$ cat config.mk
export PLATFORM = sky130hd
export DESIGN_NAME = axi_ddr_cmd_arbiter
export DESIGN_NICKNAME = d
export VERILOG_FILES = /design/src/rtl/axi_ddr_cmd_arbiter.sv
export SDC_FILE = /design/constraint.sdc
export NUM_CORES = 1
export LEC_CHECK = 0
export ABC_AREA = 1
export BUFFER_PORTS_ARGS = -buffer_cell sky130_fd_sc_hd__buf_2
export CAP_MARGIN = 20
export CORE_UTILIZATION = 51
export DETAILED_ROUTE_END_ITERATION = 6
export GPL_ROUTABILITY_DRIVEN = 0
export PLACE_DENSITY = 0.85
export SETUP_SLACK_MARGIN = 0.02
export SYNTH_ARGS = -nofsm -noshare
export SYNTH_HDL_FRONTEND = slang
export SYNTH_SLANG_ARGS = --single-unit
$ cat constraint.sdc
create_clock -name aclk -period 4.9 [get_ports aclk]
set_clock_uncertainty 0.2 [all_clocks]
set_input_delay 0 -clock aclk [delete_from_list [all_inputs] [get_ports aclk]]
set_output_delay 0 -clock aclk [all_outputs]
set_load 0.02 [all_outputs]
$ cat src/rtl/axi_ddr_cmd_arbiter.sv
// AXI AW/AR to DDR command arbiter.
// Picks one address channel at a time and forwards its command to the DDR
// command FIFO over a valid/ready handshake. A write is only eligible once
// its whole burst of W beats is buffered. Reads win ties unless the read
// streak limit has been hit, in which case the waiting write goes first.
module axi_ddr_cmd_arbiter #(
    parameter int AXI_ADDR_WIDTH  = 32,
    parameter int AXI_ID_WIDTH    = 4,
    parameter int DDR_ADDR_WIDTH  = 26,
    parameter int MAX_READ_STREAK = 4,
    parameter int WBEAT_CNT_WIDTH = 6
) (
    input  logic                       aclk,
    input  logic                       aresetn,
    input  logic [AXI_ADDR_WIDTH-1:0]  awaddr,
    input  logic [AXI_ID_WIDTH-1:0]    awid,
    input  logic [3:0]                 awlen,
    input  logic                       awvalid,
    output logic                       awready,
    input  logic [AXI_ADDR_WIDTH-1:0]  araddr,
    input  logic [AXI_ID_WIDTH-1:0]    arid,
    input  logic [3:0]                 arlen,
    input  logic                       arvalid,
    output logic                       arready,
    input  logic                       wbeat_push,
    output logic                       cmd_valid,
    input  logic                       cmd_ready,
    output logic                       cmd_write,
    output logic [DDR_ADDR_WIDTH-1:0]  cmd_addr,
    output logic [AXI_ID_WIDTH-1:0]    cmd_id,
    output logic [4:0]                 cmd_len,
    output logic [WBEAT_CNT_WIDTH-1:0] wbeat_cnt,
    output logic                       err_wbeat_ovf
);

    // Arithmetic width wide enough for the beat counter and a 16-beat burst,
    // plus one bit so the comparison and the sum cannot wrap.
    localparam int CW = ((WBEAT_CNT_WIDTH > 5) ? WBEAT_CNT_WIDTH : 5) + 1;

    typedef enum logic {
        IDLE  = 1'b0,
        ISSUE = 1'b1
    } state_t;

    state_t                     state_q, state_d;
    logic [3:0]                 streak_q, streak_d;
    logic [WBEAT_CNT_WIDTH-1:0] wbeat_cnt_q, wbeat_cnt_d;
    logic                       err_q, err_d;
    logic                       cmd_valid_q, cmd_valid_d;
    logic                       cmd_write_q, cmd_write_d;
    logic [DDR_ADDR_WIDTH-1:0]  cmd_addr_q, cmd_addr_d;
    logic [AXI_ID_WIDTH-1:0]    cmd_id_q, cmd_id_d;
    logic [4:0]                 cmd_len_q, cmd_len_d;

    logic [CW-1:0] cnt_ext;
    logic [CW-1:0] aw_beats;
    logic [CW-1:0] cnt_sum;
    logic          wr_elig;
    logic          rd_elig;
    logic          streak_at_max;
    logic          grant_w;
    logic          grant_r;
    logic          cnt_ovf;

    assign cnt_ext  = CW'(wbeat_cnt_q);
    assign aw_beats = CW'(awlen) + CW'(1);

    assign wr_elig       = (state_q == IDLE) && awvalid && (cnt_ext >= aw_beats);
    assign rd_elig       = (state_q == IDLE) && arvalid;
    assign streak_at_max = (streak_q == 4'(MAX_READ_STREAK));

    // Reads win ties until the streak limit, then the eligible write goes.
    assign grant_w = wr_elig && (!rd_elig || streak_at_max);
    assign grant_r = rd_elig && (!wr_elig || !streak_at_max);

    // Reset is folded in so no handshake is offered while held in reset.
    assign awready = grant_w && aresetn;
    assign arready = grant_r && aresetn;

    // A push into a full counter is only lost when no burst drains it the same cycle.
    assign cnt_ovf = wbeat_push && (&wbeat_cnt_q) && !grant_w;

    // Next-state, command capture, streak and beat bookkeeping.
    always_comb begin
        state_d     = state_q;
        streak_d    = streak_q;
        wbeat_cnt_d = wbeat_cnt_q;
        err_d       = err_q;
        cmd_valid_d = cmd_valid_q;
        cmd_write_d = cmd_write_q;
        cmd_addr_d  = cmd_addr_q;
        cmd_id_d    = cmd_id_q;
        cmd_len_d   = cmd_len_q;
        cnt_sum     = cnt_ext + CW'(wbeat_push) - (grant_w ? aw_beats : CW'(0));

        case (state_q)
            IDLE: begin
                if (grant_w) begin
                    state_d     = ISSUE;
                    cmd_valid_d = 1'b1;
                    cmd_write_d = 1'b1;
                    cmd_addr_d  = awaddr[DDR_ADDR_WIDTH-1:0];
                    cmd_id_d    = awid;
                    cmd_len_d   = {1'b0, awlen} + 5'd1;
                end else if (grant_r) begin
                    state_d     = ISSUE;
                    cmd_valid_d = 1'b1;
                    cmd_write_d = 1'b0;
                    cmd_addr_d  = araddr[DDR_ADDR_WIDTH-1:0];
                    cmd_id_d    = arid;
                    cmd_len_d   = {1'b0, arlen} + 5'd1;
                end
            end
            ISSUE: begin
                if (cmd_ready) begin
                    state_d     = IDLE;
                    cmd_valid_d = 1'b0;
                end
            end
            default: begin
                state_d     = IDLE;
                cmd_valid_d = 1'b0;
            end
        endcase

        // Streak only grows while a write is actually being passed over.
        if (grant_w) begin
            streak_d = 4'd0;
        end else if (grant_r) begin
            if (!wr_elig) begin
                streak_d = 4'd0;
            end else if (!streak_at_max) begin
                streak_d = streak_q + 4'd1;
            end
        end

        if (cnt_ovf) begin
            err_d = 1'b1;
        end else begin
            wbeat_cnt_d = cnt_sum[WBEAT_CNT_WIDTH-1:0];
        end
    end

    // FSM state register.
    always_ff @(posedge aclk or negedge aresetn) begin
        if (!aresetn) begin
            state_q <= IDLE;
        end else begin
            state_q <= state_d;
        end
    end

    // Command, streak and beat-counter registers.
    always_ff @(posedge aclk or negedge aresetn) begin
        if (!aresetn) begin
            streak_q    <= 4'd0;
            wbeat_cnt_q <= '0;
            err_q       <= 1'b0;
            cmd_valid_q <= 1'b0;
            cmd_write_q <= 1'b0;
            cmd_addr_q  <= '0;
            cmd_id_q    <= '0;
            cmd_len_q   <= 5'd0;
        end else begin
            streak_q    <= streak_d;
            wbeat_cnt_q <= wbeat_cnt_d;
            err_q       <= err_d;
            cmd_valid_q <= cmd_valid_d;
            cmd_write_q <= cmd_write_d;
            cmd_addr_q  <= cmd_addr_d;
            cmd_id_q    <= cmd_id_d;
            cmd_len_q   <= cmd_len_d;
        end
    end

    assign cmd_valid     = cmd_valid_q;
    assign cmd_write     = cmd_write_q;
    assign cmd_addr      = cmd_addr_q;
    assign cmd_id        = cmd_id_q;
    assign cmd_len       = cmd_len_q;
    assign wbeat_cnt     = wbeat_cnt_q;
    assign err_wbeat_ovf = err_q;

    // Address MSBs above the DDR range and the carry bits of the sum are dropped on purpose.
    logic unused_bits;
    assign unused_bits = ^{awaddr[AXI_ADDR_WIDTH-1:DDR_ADDR_WIDTH],
                           araddr[AXI_ADDR_WIDTH-1:DDR_ADDR_WIDTH],
                           cnt_sum[CW-1:WBEAT_CNT_WIDTH]};

endmodule

==> flow_summary_export.csv, run 1 <==
group,metric,value,unit
power_and_ir_drop,ir_worst_vdd,0.378,mV
power_and_ir_drop,p_seq_share,27.7,%
finish,area_growth,47.0,%
place,placed_area,3480,um2
power_and_ir_drop,comb_power_share,61.0,%
setup_path,critPathMaxFanout,39,
power_and_ir_drop,p_total,2.57,mW
clocking,post_cts_resized,0,
power_and_ir_drop,swShare,44.9,%
setup_path,crit_path_end_kind,"flip-flop",
global_route,grt_overflow,0,
sta,finalHoldViolations,0,
die,die_w,77.5,um
synthesis,synth_top_cell_by_area,"dfrtp_1",
clocking,clock-root-buffer,"clkbuf_8",
setup_path,cp.arrival,3770,ps
clocking,tritoncts,"built",
synthesis,synthesis.area,2910,um2
clocking,htree_levels,2,
clocking,cts_setup_buffers,0,
synthesis,async_flop_share,100,%
sta,period_needed,3740,ps
setup_path,cp_data_required_time,4940,ps
synthesis,synth_edf_count,0,
place,post-dp-hpwl,5210,um
sta,worst_slew_pin_slew,763,ps
die,pin_count,132,
global_route,grtUsageMet1,34.1,%
finish,final_cell_mix,"buf_2, nand3_1, nand2_1, dlygate4sd3_1, dfrtp_1",
power_and_ir_drop,clock_power_share,11.3,%
finish,final_common_cell,"buf_2",
route,drt_first_pass_iters,6,
clocking,clkLatencyLatePin,300,ps
clocking,cts_num_sinks,49,
global_route,grt_pass1_wl,14400,um
finish,fin_cells,596,
global_route,antenna_found_initial,0,
power_and_ir_drop,p_leak,2.30,nW
global_route,grt_max_degree,41,
route,wire_per_inst,14.9,um
finish,fin_area,4270,um2
die,start_util,52.8,%
synthesis,yosysSeqAreaShare,42.2,%
global_route,grt_use_met3,4.00,%
clocking,clockBufferDepth,2,
sta,setup_violations,0,
synthesis,synthCells,344,
finish,nFillCells,361,
finish,final_nets,629,
die,rows,27,
job,drv_cap,0,
finish,drive_above_1_share,28.8,%
sta,timing.fmax,267,MHz
power_and_ir_drop,p_int,1.41,mW
sta,hold_ws,32.2,ps
global_route,grtUsageTotal,30.4,%
sta,rsz0062_at_grt,"false",
min_path,hp-class,"input pin to flip-flop",
setup_path,criticalPathCategory,"input pin to flip-flop",
die,die_h,77.5,um
synthesis,syn-num-nets,450,
global_route,grt_busiest_layer,"met2",
clocking,cts_buffers,5,
clocking,cts.reportedPaths.clkPinSlew,90,ps
finish,seqCellArea,1230,um2
sta,period_share,76.3,%
route,drc_errors,0,
route,drtIter0Drc,220,
route,wirelength,8910,um
global_route,grt_pass1_vias,3227,
sta,finalMaxSlewViolations,0,
global_route,use_met2,56.3,%
die,core_region_area,5510,um2
sta,fin_setup_tns,0,ps
finish,multi_input_area,1420,um2
route,antenna_left,0,
route,num_vias,3246,
synthesis,ys_types,28,
power_and_ir_drop,power.switching,1.15,mW
setup_path,crit_path_start_kind,"input pin",
synthesis,synth-main-ff-cell,"dfrtp_1",
synthesis,synth_top_area_share,42.2,%
die,dieArea,6000,um2
place,placedCellCount,520,
synthesis,avgSynthCellArea,8.45,um2
route,viasPerCell,5.45,
outcome,outcome,"completed",
place,port_buffers,119,
synthesis,synth-seq-cells,49,
sta,max_slew_margin,49.1,%
synthesis,ys.warnings.count,0,
synthesis,synthTopCellsByArea,"dfrtp_1, nand3_1, nand2_1",
power_and_ir_drop,p_per_area,601,nW/um2
finish,num_antenna_cells,0,
[final timing paths]
kind	cells after the start	slack (ps)	endpoint	startpoint
max	15	1160	cmd_addr[19]$_DFFE_PN0P_	awlen[0]
min	6	30	cmd_len[2]$_DFFE_PN0P_	awlen[2]
max reg2reg	10	1540	cmd_addr[19]$_DFFE_PN0P_	wbeat_cnt[4]$_DFFE_PN0N_
min reg2reg	2	270	err_wbeat_ovf$_DFFE_PN0P_	err_wbeat_ovf$_DFFE_PN0P_
max in group asynchronous	3	3660	streak_q[1]$_DFFE_PN0P_	aresetn
min in group asynchronous	2	120	wbeat_cnt[0]$_DFFE_PN0N_	aresetn
[kinds of logic (layout without fill, tap and decap cells)]
group / count (synthesis) / in the layout / synth area share [%]
buffers and inverters: 51 / 231 / 8.96
adders and majority gates: 20 / 20 / 8.87
and+or+nand+nor: 204 / 204 / 35.1
AOI/OAI and AO/OA: 11 / 11 / 2.20
DFF: 49 / 49 / 42.2
xor gates and xnor gates: 9 / 9 / 2.71
[metal layers]
layer  vias up  wire length (um)
li1       1506                 -
met4         0               359
met1      1540              3300
met3        41               455
met2       159              4790
met5         -                 0
[critical path: stages]
cell	delay, ps
dlygate4sd3_1	550
buf_2	140
ha_1	220
xor2_1	190
inv_1	70
ha_1	280
nand2_1	50
nor2_1	110
nand2_1	100
nand2_4	120
nand3_4	440
inv_2	630
nand2_1	140
nand3_1	120
dlygate4sd3_1	590
[stage by stage]
step	util (%)	setup slack, ps
floorplan	-	1880
global placement	63.2	1730
detailed placement	63.2	1610
CTS	77.6	1280
global route	77.6	990
finish	77.6	1160
[timing repair]
item	4_1_cts	5_1_grt
hold endpoints to repair	77	0
endpoints found under the setup margin	0	0
hold buffers	68	0
[cells in the mapped netlist (2+ instances only)]
master    number
a21oi_1        3
buf_12         2
buf_2         11
buf_6          3
clkbuf_1       2
dfrtp_1       49
ha_1          19
inv_1         32
nand2_1       77
nand2_2        2
nand2_4        2
nand3_1       95
nand3_2       12
nand4_1        5
nor2_1         5
o211ai_1       2
o21ai_0        5
xnor2_1        2
xor2_1         7
[state kept, by name (all words and copies together), names as in the netlist]
name	cells
cmd_id	4
wbeat_cnt	6
err_wbeat_ovf	1
cmd_len	5
cmd_write	1
cmd_addr	26
cmd_valid	1
streak_q	4
state_q	1
[cell type report]
class / count / share of cell area [%]
clock buffer: 6 / 1.70
clock inverter: 2 / 0.908
inverter: 33 / 2.90
multi-input combinational: 244 / 33.3
sequential: 49 / 28.7
tap: 72 / 2.11
timing repair buffer: 190 / 30.4
[power groups by stage]
stage               logic (mW)  clock network, mW  registers [mW]
floorplan                0.743                  0           0.907
global placement          1.23                  0           0.703
detailed placement        1.29                  0           0.710
CTS                       1.53              0.295           0.703
global route              1.71              0.310           0.733
finish                    1.57              0.290           0.711
No activity file was read; power rests on OpenSTA's default activity.
==> inputs of run 2 (changes only) <==
--- a/config.mk
+++ b/config.mk
@@ -5,13 +5,13 @@
 export SDC_FILE = /design/constraint.sdc
 export NUM_CORES = 1
 export LEC_CHECK = 0
-export ABC_AREA = 1
+export ABC_AREA = 0
 export BUFFER_PORTS_ARGS = -buffer_cell sky130_fd_sc_hd__buf_2
 export CAP_MARGIN = 20
-export CORE_UTILIZATION = 51
+export CORE_UTILIZATION = 42
 export DETAILED_ROUTE_END_ITERATION = 6
 export GPL_ROUTABILITY_DRIVEN = 0
-export PLACE_DENSITY = 0.85
+export PLACE_DENSITY = 0.75
 export SETUP_SLACK_MARGIN = 0.02
 export SYNTH_ARGS = -nofsm -noshare
 export SYNTH_HDL_FRONTEND = slang
==> constraint.sdc (replaced) <==
create_clock -name aclk -period 3.15 [get_ports aclk]
set_clock_uncertainty 0.2 [all_clocks]
set_input_delay 0 -clock aclk [delete_from_list [all_inputs] [get_ports aclk]]
set_output_delay 0 -clock aclk [all_outputs]
set_load 0.02 [all_outputs]
==> flow_summary_export.csv, run 2 <==
group,metric,value,unit
global_route,grt_pass1_wl,16900,um
die,core_region_area,6420,um2
synthesis,synthTopCellsByArea,"dfrtp_1, a221o_1, ha_1",
setup_path,cp_data_required_time,3170,ps
synthesis,ys_types,43,
power_and_ir_drop,comb_power_share,69.5,%
sta,fin_setup_tns,-126,ps
global_route,grt_max_degree,39,
synthesis,avgSynthCellArea,9.79,um2
sta,finalWorstSetupSlack,-126,ps
die,start_util,44.2,%
finish,fin_cells,584,
synthesis,synth_top_area_share,43.2,%
sta,rsz0062_at_grt,"true",
finish,final_nets,612,
min_path,hp-class,"input pin to flip-flop",
clocking,cts.reportedPaths.clkPinSlew,110,ps
sta,period_share,104,%
clocking,clockBufferDepth,2,
global_route,antenna_found_initial,0,
route,wirelength,10800,um
finish,drive_above_1_share,40.4,%
global_route,grt_overflow,0,
synthesis,synth-seq-cells,49,
setup_path,crit_path_end_kind,"flip-flop",
job,drv_cap,0,
finish,nFillCells,412,
finish,largest_reg_flops,26,
synthesis,synth_most_common_cell,"dfrtp_1",
finish,area_growth,68.0,%
global_route,grt_pass1_vias,3490,
power_and_ir_drop,p_leak,2.29,nW
global_route,grtUsageTotal,30.3,%
setup_path,cp.arrival,3300,ps
finish,final_cell_mix,"buf_2, dlygate4sd3_1, dfrtp_1, nand2_1, a21oi_1",
synthesis,yosysSeqAreaShare,43.2,%
setup_path,ff2ff_setup_slack,-130,ps
clocking,tritoncts,"built",
synthesis,async_flop_share,100,%
route,routed.top_layer,"met4",
route,viasPerCell,5.73,
setup_path,criticalPathCategory,"flip-flop to flip-flop",
sta,setup_violations,1,
route,drtIter0Drc,257,
die,dieArea,7100,um2
die,pin_count,132,
route,drt_first_pass_iters,7,
synthesis,syn-num-nets,396,
sta,finalHoldViolations,0,
finish,final_common_cell,"buf_2",
setup_path,crit_path_start_kind,"flip-flop",
route,wire_per_inst,18.5,um
place,placedCellCount,501,
synthesis,ys.warnings.count,0,
power_and_ir_drop,swShare,43.5,%
power_and_ir_drop,p_int,2.86,mW
sta,worst_slew_pin_slew,631,ps
outcome,outcome,"finished, violations left",
route,wl_met3,781,um
synthesis,synth-main-ff-cell,"dfrtp_1",
synthesis,synth_edf_count,0,
clocking,clkLatencyLatePin,320,ps
route,drc_errors,10,
sta,period_needed,3280,ps
clocking,clock-root-buffer,"clkbuf_8",
setup_path,critPathMaxFanout,4,
power_and_ir_drop,p_per_area,1060,nW/um2
route,antenna_left,0,
sta,timing.fmax,305,MHz
die,die_h,84.2,um
power_and_ir_drop,p_seq_share,22.7,%
power_and_ir_drop,ir_worst_vdd,0.697,mV
finish,num_antenna_cells,0,
clocking,htree_levels,2,
power_and_ir_drop,clock_power_share,7.8,%
synthesis,synthCells,290,
clocking,cts_buffers,5,
synthesis,synth_top_cell_by_area,"dfrtp_1",
route,route.met2.wl,5560,um
die,die_w,84.2,um
route,drt-met1-wl,4010,um
power_and_ir_drop,power.switching,2.21,mW
place,post-dp-hpwl,6250,um
sta,max_slew_margin,57.8,%
sta,finalMaxSlewViolations,0,
synthesis,synthesis.area,2840,um2
clocking,cts_num_sinks,49,
place,port_buffers,119,
outcome,violations,"DRC, setup timing",
route,num_vias,3345,
synthesis,yosys-top-cells-count,"dfrtp_1, nand2_1, a21oi_1",
die,rows,29,
run 2: changes by cell type in the layout (fill, tap and decap cells not counted), sizes merged, moves of 4 or more:
cell / previous run / this run
nand3: 108 / 8
nand2: 81 / 42
a21oi: 4 / 40
buf: 122 / 157
a221o: 0 / 32
inv: 33 / 11
nand2b: 0 / 5
nor2: 6 / 11
nor2b: 0 / 5
o21ai: 5 / 10
nand4: 5 / 1
run 2: path summary, 6_finish.rpt:
check	startpoint	endpoint	depth (start not counted)
min in group asynchronous	aresetn	wbeat_cnt[2]$_DFFE_PN0N_	3
worst max register to register	wbeat_cnt[4]$_DFFE_PN0N_	wbeat_cnt[5]$_DFFE_PN0N_	13
worst max-delay path	wbeat_cnt[4]$_DFFE_PN0N_	wbeat_cnt[5]$_DFFE_PN0N_	13
worst min-delay path	awvalid	cmd_len[1]$_DFFE_PN0P_	5
max in group asynchronous	aresetn	cmd_addr[18]$_DFFE_PN0P_	3
worst min register to register	err_wbeat_ovf$_DFFE_PN0P_	err_wbeat_ovf$_DFFE_PN0P_	1
run 2: final cells by class:
type                    count  area, um2  share of cell area [%]
clock buffers               5       68.8                    1.44
clock inverters             3       22.5                   0.472
inverters                  11       41.3                   0.865
multi-input cells         212       1680                    35.2
flip-flops and latches     49       1230                    25.8
well taps                  77       96.3                    2.02
repair buffers            227       1630                    34.2
run 2: kinds of logic after synthesis:
| kind of cell | count (synthesis) | synth area share (%) |
|---|---|---|
| AO/OA/AOI/OAI | 97 | 25.3 |
| AND/OR/NAND/NOR | 87 | 14.9 |
| flip-flops | 49 | 43.2 |
| buffers and inverters | 29 | 4.98 |
| adder cells (fa/ha/maj) | 20 | 9.07 |
| XOR/XNOR | 7 | 2.16 |
| multiplexers | 1 | 0.396 |
run 2: what timing repair did:
action,in CTS,in global routing
hold endpoints to repair,88,0
pin swaps,14,10
endpoints found under the setup margin,2,28
gates resized for setup,13,12
buffers inserted,4,1
hold buffers,70,0
run 2: worst max-delay path: stages (launching register included):
cell and delay [ps]:
dfrtp_2 450, ha_4 290, nand3b_1 120, o22ai_4 160, buf_6 130, a21oi_4 30, or3_4 340, ha_4 230
ha_4 270, nand2_2 50, o211ai_1 260, a21oi_2 100, xor2_1 180, mux2_2 340
run 2: power groups by stage:
| stage | Combinational (mW) | Clock (mW) | Sequential (mW) |
|---|---|---|---|
| 6_report | 3.53 | 0.394 | 1.15 |
| 5_1_grt | 3.77 | 0.427 | 1.18 |
| 4_1_cts | 3.30 | 0.398 | 1.13 |
| 3_5_place_dp | 2.69 | 0 | 1.14 |
| 3_3_place_gp | 2.57 | 0 | 1.14 |
| 2_1_floorplan | 1.41 | 0 | 1.50 |
run 2: metrics by stage:
step | worst slack [ps] | instance area, um2 | total power [mW] | hold slack, ps | util (%)
6_report | -126 | 4770 | 5.07 | 32.5 | 74.3
5_1_grt | -223 | 4770 | 5.38 | 65.7 | 74.3
4_1_cts | -98.8 | 4710 | 4.83 | 18.0 | 73.3
3_5_place_dp | -298 | 3800 | 3.83 | -261 | 59.2
3_3_place_gp | -95.5 | 3770 | 3.71 | -260 | 58.8
2_1_floorplan | -44.4 | 2950 | 2.90 | -496 | -
run 2: metal layers:
metal | vias up | GRT usage [%]
li1 | 1500 | -
met1 | 1608 | 35.0
met5 | - | 0
met3 | 41 | 5.80
met2 | 196 | 53.8
met4 | 0 | 15.2
==> inputs of run 3 (changes only) <==
--- a/config.mk
+++ b/config.mk
@@ -8,10 +8,10 @@
 export ABC_AREA = 0
 export BUFFER_PORTS_ARGS = -buffer_cell sky130_fd_sc_hd__buf_2
 export CAP_MARGIN = 20
-export CORE_UTILIZATION = 42
+export CORE_UTILIZATION = 40
 export DETAILED_ROUTE_END_ITERATION = 6
 export GPL_ROUTABILITY_DRIVEN = 0
-export PLACE_DENSITY = 0.75
+export PLACE_DENSITY = 0.72
 export SETUP_SLACK_MARGIN = 0.02
 export SYNTH_ARGS = -nofsm -noshare
 export SYNTH_HDL_FRONTEND = slang
==> flow_summary_export.csv, run 3 (synthesis results as in run 2) <==
group,metric,value,unit
outcome,outcome,"finished, violations left",
outcome,violations,"setup timing",
finish,nFillCells,517,
clocking,cts.reportedPaths.clkPinSlew,110,ps
clocking,cts_buffers,5,
clocking,tritoncts,"built",
setup_path,path_delay_family,"compound AO/OA/AOI/OAI gates",
finish,fin_area,4740,um2
finish,num_antenna_cells,0,
setup_path,reg2reg_to,"wbeat_cnt[5]$_DFFE_PN0N_",
finish,largest_reg_flops,26,
setup_path,critical_path.max_stage_delay,420,ps
sta,rsz0062_at_grt,"true",
route,drt_first_pass_iters,5,
finish,final_nets,609,
power_and_ir_drop,p_total,4.96,mW
global_route,grt_overflow,0,
sta,finalHoldViolations,0,
route,drtIter0Drc,232,
route,drt-met1-wl,4170,um
die,core_region_area,6830,um2
setup_path,criticalPathCategory,"flip-flop to flip-flop",
setup_path,r2r-start,"wbeat_cnt[0]$_DFFE_PN0N_",
die,start_util,41.6,%
global_route,grt_max_degree,38,
setup_path,critPathMaxFanout,4,
place,post-dp-hpwl,5860,um
route,antenna_left,0,
sta,period_share,101,%
global_route,grtUsageTotal,26.3,%
place,placed_area,3800,um2
setup_path,worst_path_max_delay_cell,"dfrtp_2",
die,die_w,86.3,um
sta,period_needed,3180,ps
job,drv_cap,0,
route,drc_errors,0,
power_and_ir_drop,ir_worst_vdd,0.601,mV
setup_path,reg2regPathDepth,15,
power_and_ir_drop,p_leak,2.26,nW
die,dieArea,7440,um2
finish,final_util,69.3,%
global_route,grt_pass1_vias,3190,
setup_path,ff2ff_setup_slack,-30,ps
min_path,hp-class,"input pin to async pin",
global_route,antenna_found_initial,0,
route,wl_met3,434,um
global_route,grt_pass1_wl,15100,um
place,placedCellCount,518,
finish,fin_cells,600,
clocking,clockBufferDepth,2,
sta,finalMaxSlewViolations,0,
setup_path,cp_data_required_time,3160,ps
route,route.met2.wl,5100,um
clocking,clkLatencyLatePin,320,ps
setup_path,crit_path_start_kind,"flip-flop",
place,port_buffers,119,
setup_path,crit_chain,"inv_2, ha_4, nand2b_4, a21o_1, a21o_1, nand2_2, nor2_2, ha_2, inv_2, ha_4, a21oi_4, o211ai_1, a21oi_2, xor2_1, mux2_2",
route,routed.top_layer,"met4",
sta,worst_slew_pin_slew,671,ps
power_and_ir_drop,p_per_area,1050,nW/um2
finish,drive_above_1_share,40.5,%
finish,final_cell_mix,"buf_2, dlygate4sd3_1, dfrtp_1, nand2_1, a21oi_1",
route,wire_per_inst,16.7,um
sta,fin_setup_tns,-26.3,ps
die,pin_count,132,
route,viasPerCell,5.28,
setup_path,cp.arrival,3180,ps
route,num_vias,3165,
sta,finalWorstSetupSlack,-26.3,ps
die,rows,30,
clocking,clock-root-buffer,"clkbuf_8",
setup_path,crit_path_end_kind,"flip-flop",
clocking,cts_num_sinks,49,
route,wirelength,9990,um
die,die_h,86.3,um
sta,max_slew_margin,55.2,%
finish,area_growth,66.8,%
finish,final_common_cell,"buf_2",
setup_path,critPathBufInv,2,
sta,setup_violations,1,
sta,timing.fmax,315,MHz
clocking,htree_levels,2,
run 3: worst max-delay path by stage:
stage                                        start                       end  slack [ps]  cells past startpoint
after floorplan           wbeat_cnt[4]$_DFFE_PN0N_  wbeat_cnt[5]$_DFFE_PN0N_         -40                     15
after global placement                    awlen[0]  wbeat_cnt[5]$_DFFE_PN0N_         -40                     15
after detailed placement                  awlen[0]  wbeat_cnt[5]$_DFFE_PN0N_        -150                     17
after CTS                 wbeat_cnt[4]$_DFFE_PN0N_  wbeat_cnt[5]$_DFFE_PN0N_         -20                     14
after global routing      wbeat_cnt[4]$_DFFE_PN0N_  wbeat_cnt[5]$_DFFE_PN0N_        -110                     12
final                     wbeat_cnt[0]$_DFFE_PN0N_  wbeat_cnt[5]$_DFFE_PN0N_         -30                     15
run 3: stage by stage:
stage	hold slack [ps]	setup slack [ps]
floorplan	-496	-44.4
global placement	-121	-37.9
detailed placement	-124	-150
CTS	11.0	-19.1
global route	66.6	-112
finish	35.1	-26.3
run 3: timing repair:
action	4_1_cts	5_1_grt
hold endpoints to repair	66	0
gates resized for setup	12	8
endpoints found under the setup margin	1	29
pin swaps	13	17
buffers inserted	3	2
hold buffers	69	0
run 3: final cells by class:
class | instances | area (um2) | area share [%]
clock buffer | 5 | 68.8 | 1.45
clock inverter | 3 | 26.3 | 0.555
inverter | 11 | 41.3 | 0.872
multi-input combinational | 212 | 1690 | 35.6
sequential | 49 | 1230 | 26.0
tap | 96 | 120 | 2.54
timing repair buffer | 224 | 1560 | 33.0
run 3: layer usage:
metal  vias to the layer above  track usage [%]
li1                       1492                -
met2                       122             45.7
met5                         -                0
met3                        27             3.24
met4                         0             12.9
met1                      1524             32.4
run 3: worst reg2reg max path, cell delays in order, from the launching register on:
cell and delay, ps:
dfrtp_2 420, inv_2 80, ha_4 190, nand2b_4 140, a21o_1 200, a21o_1 250, nand2_2 100, nor2_2 40
ha_2 310, inv_2 40, ha_4 160, a21oi_4 130, o211ai_1 130, a21oi_2 150, xor2_1 180, mux2_2 350
run 3: power breakdown:
part / leakage [nW] / internal (mW) / switching, mW
registers: 0.594 / 0.949 / 0.199
logic: 1.62 / 1.69 / 1.71
clock network: 0.0423 / 0.162 / 0.244
total: 2.26 / 2.80 / 2.15
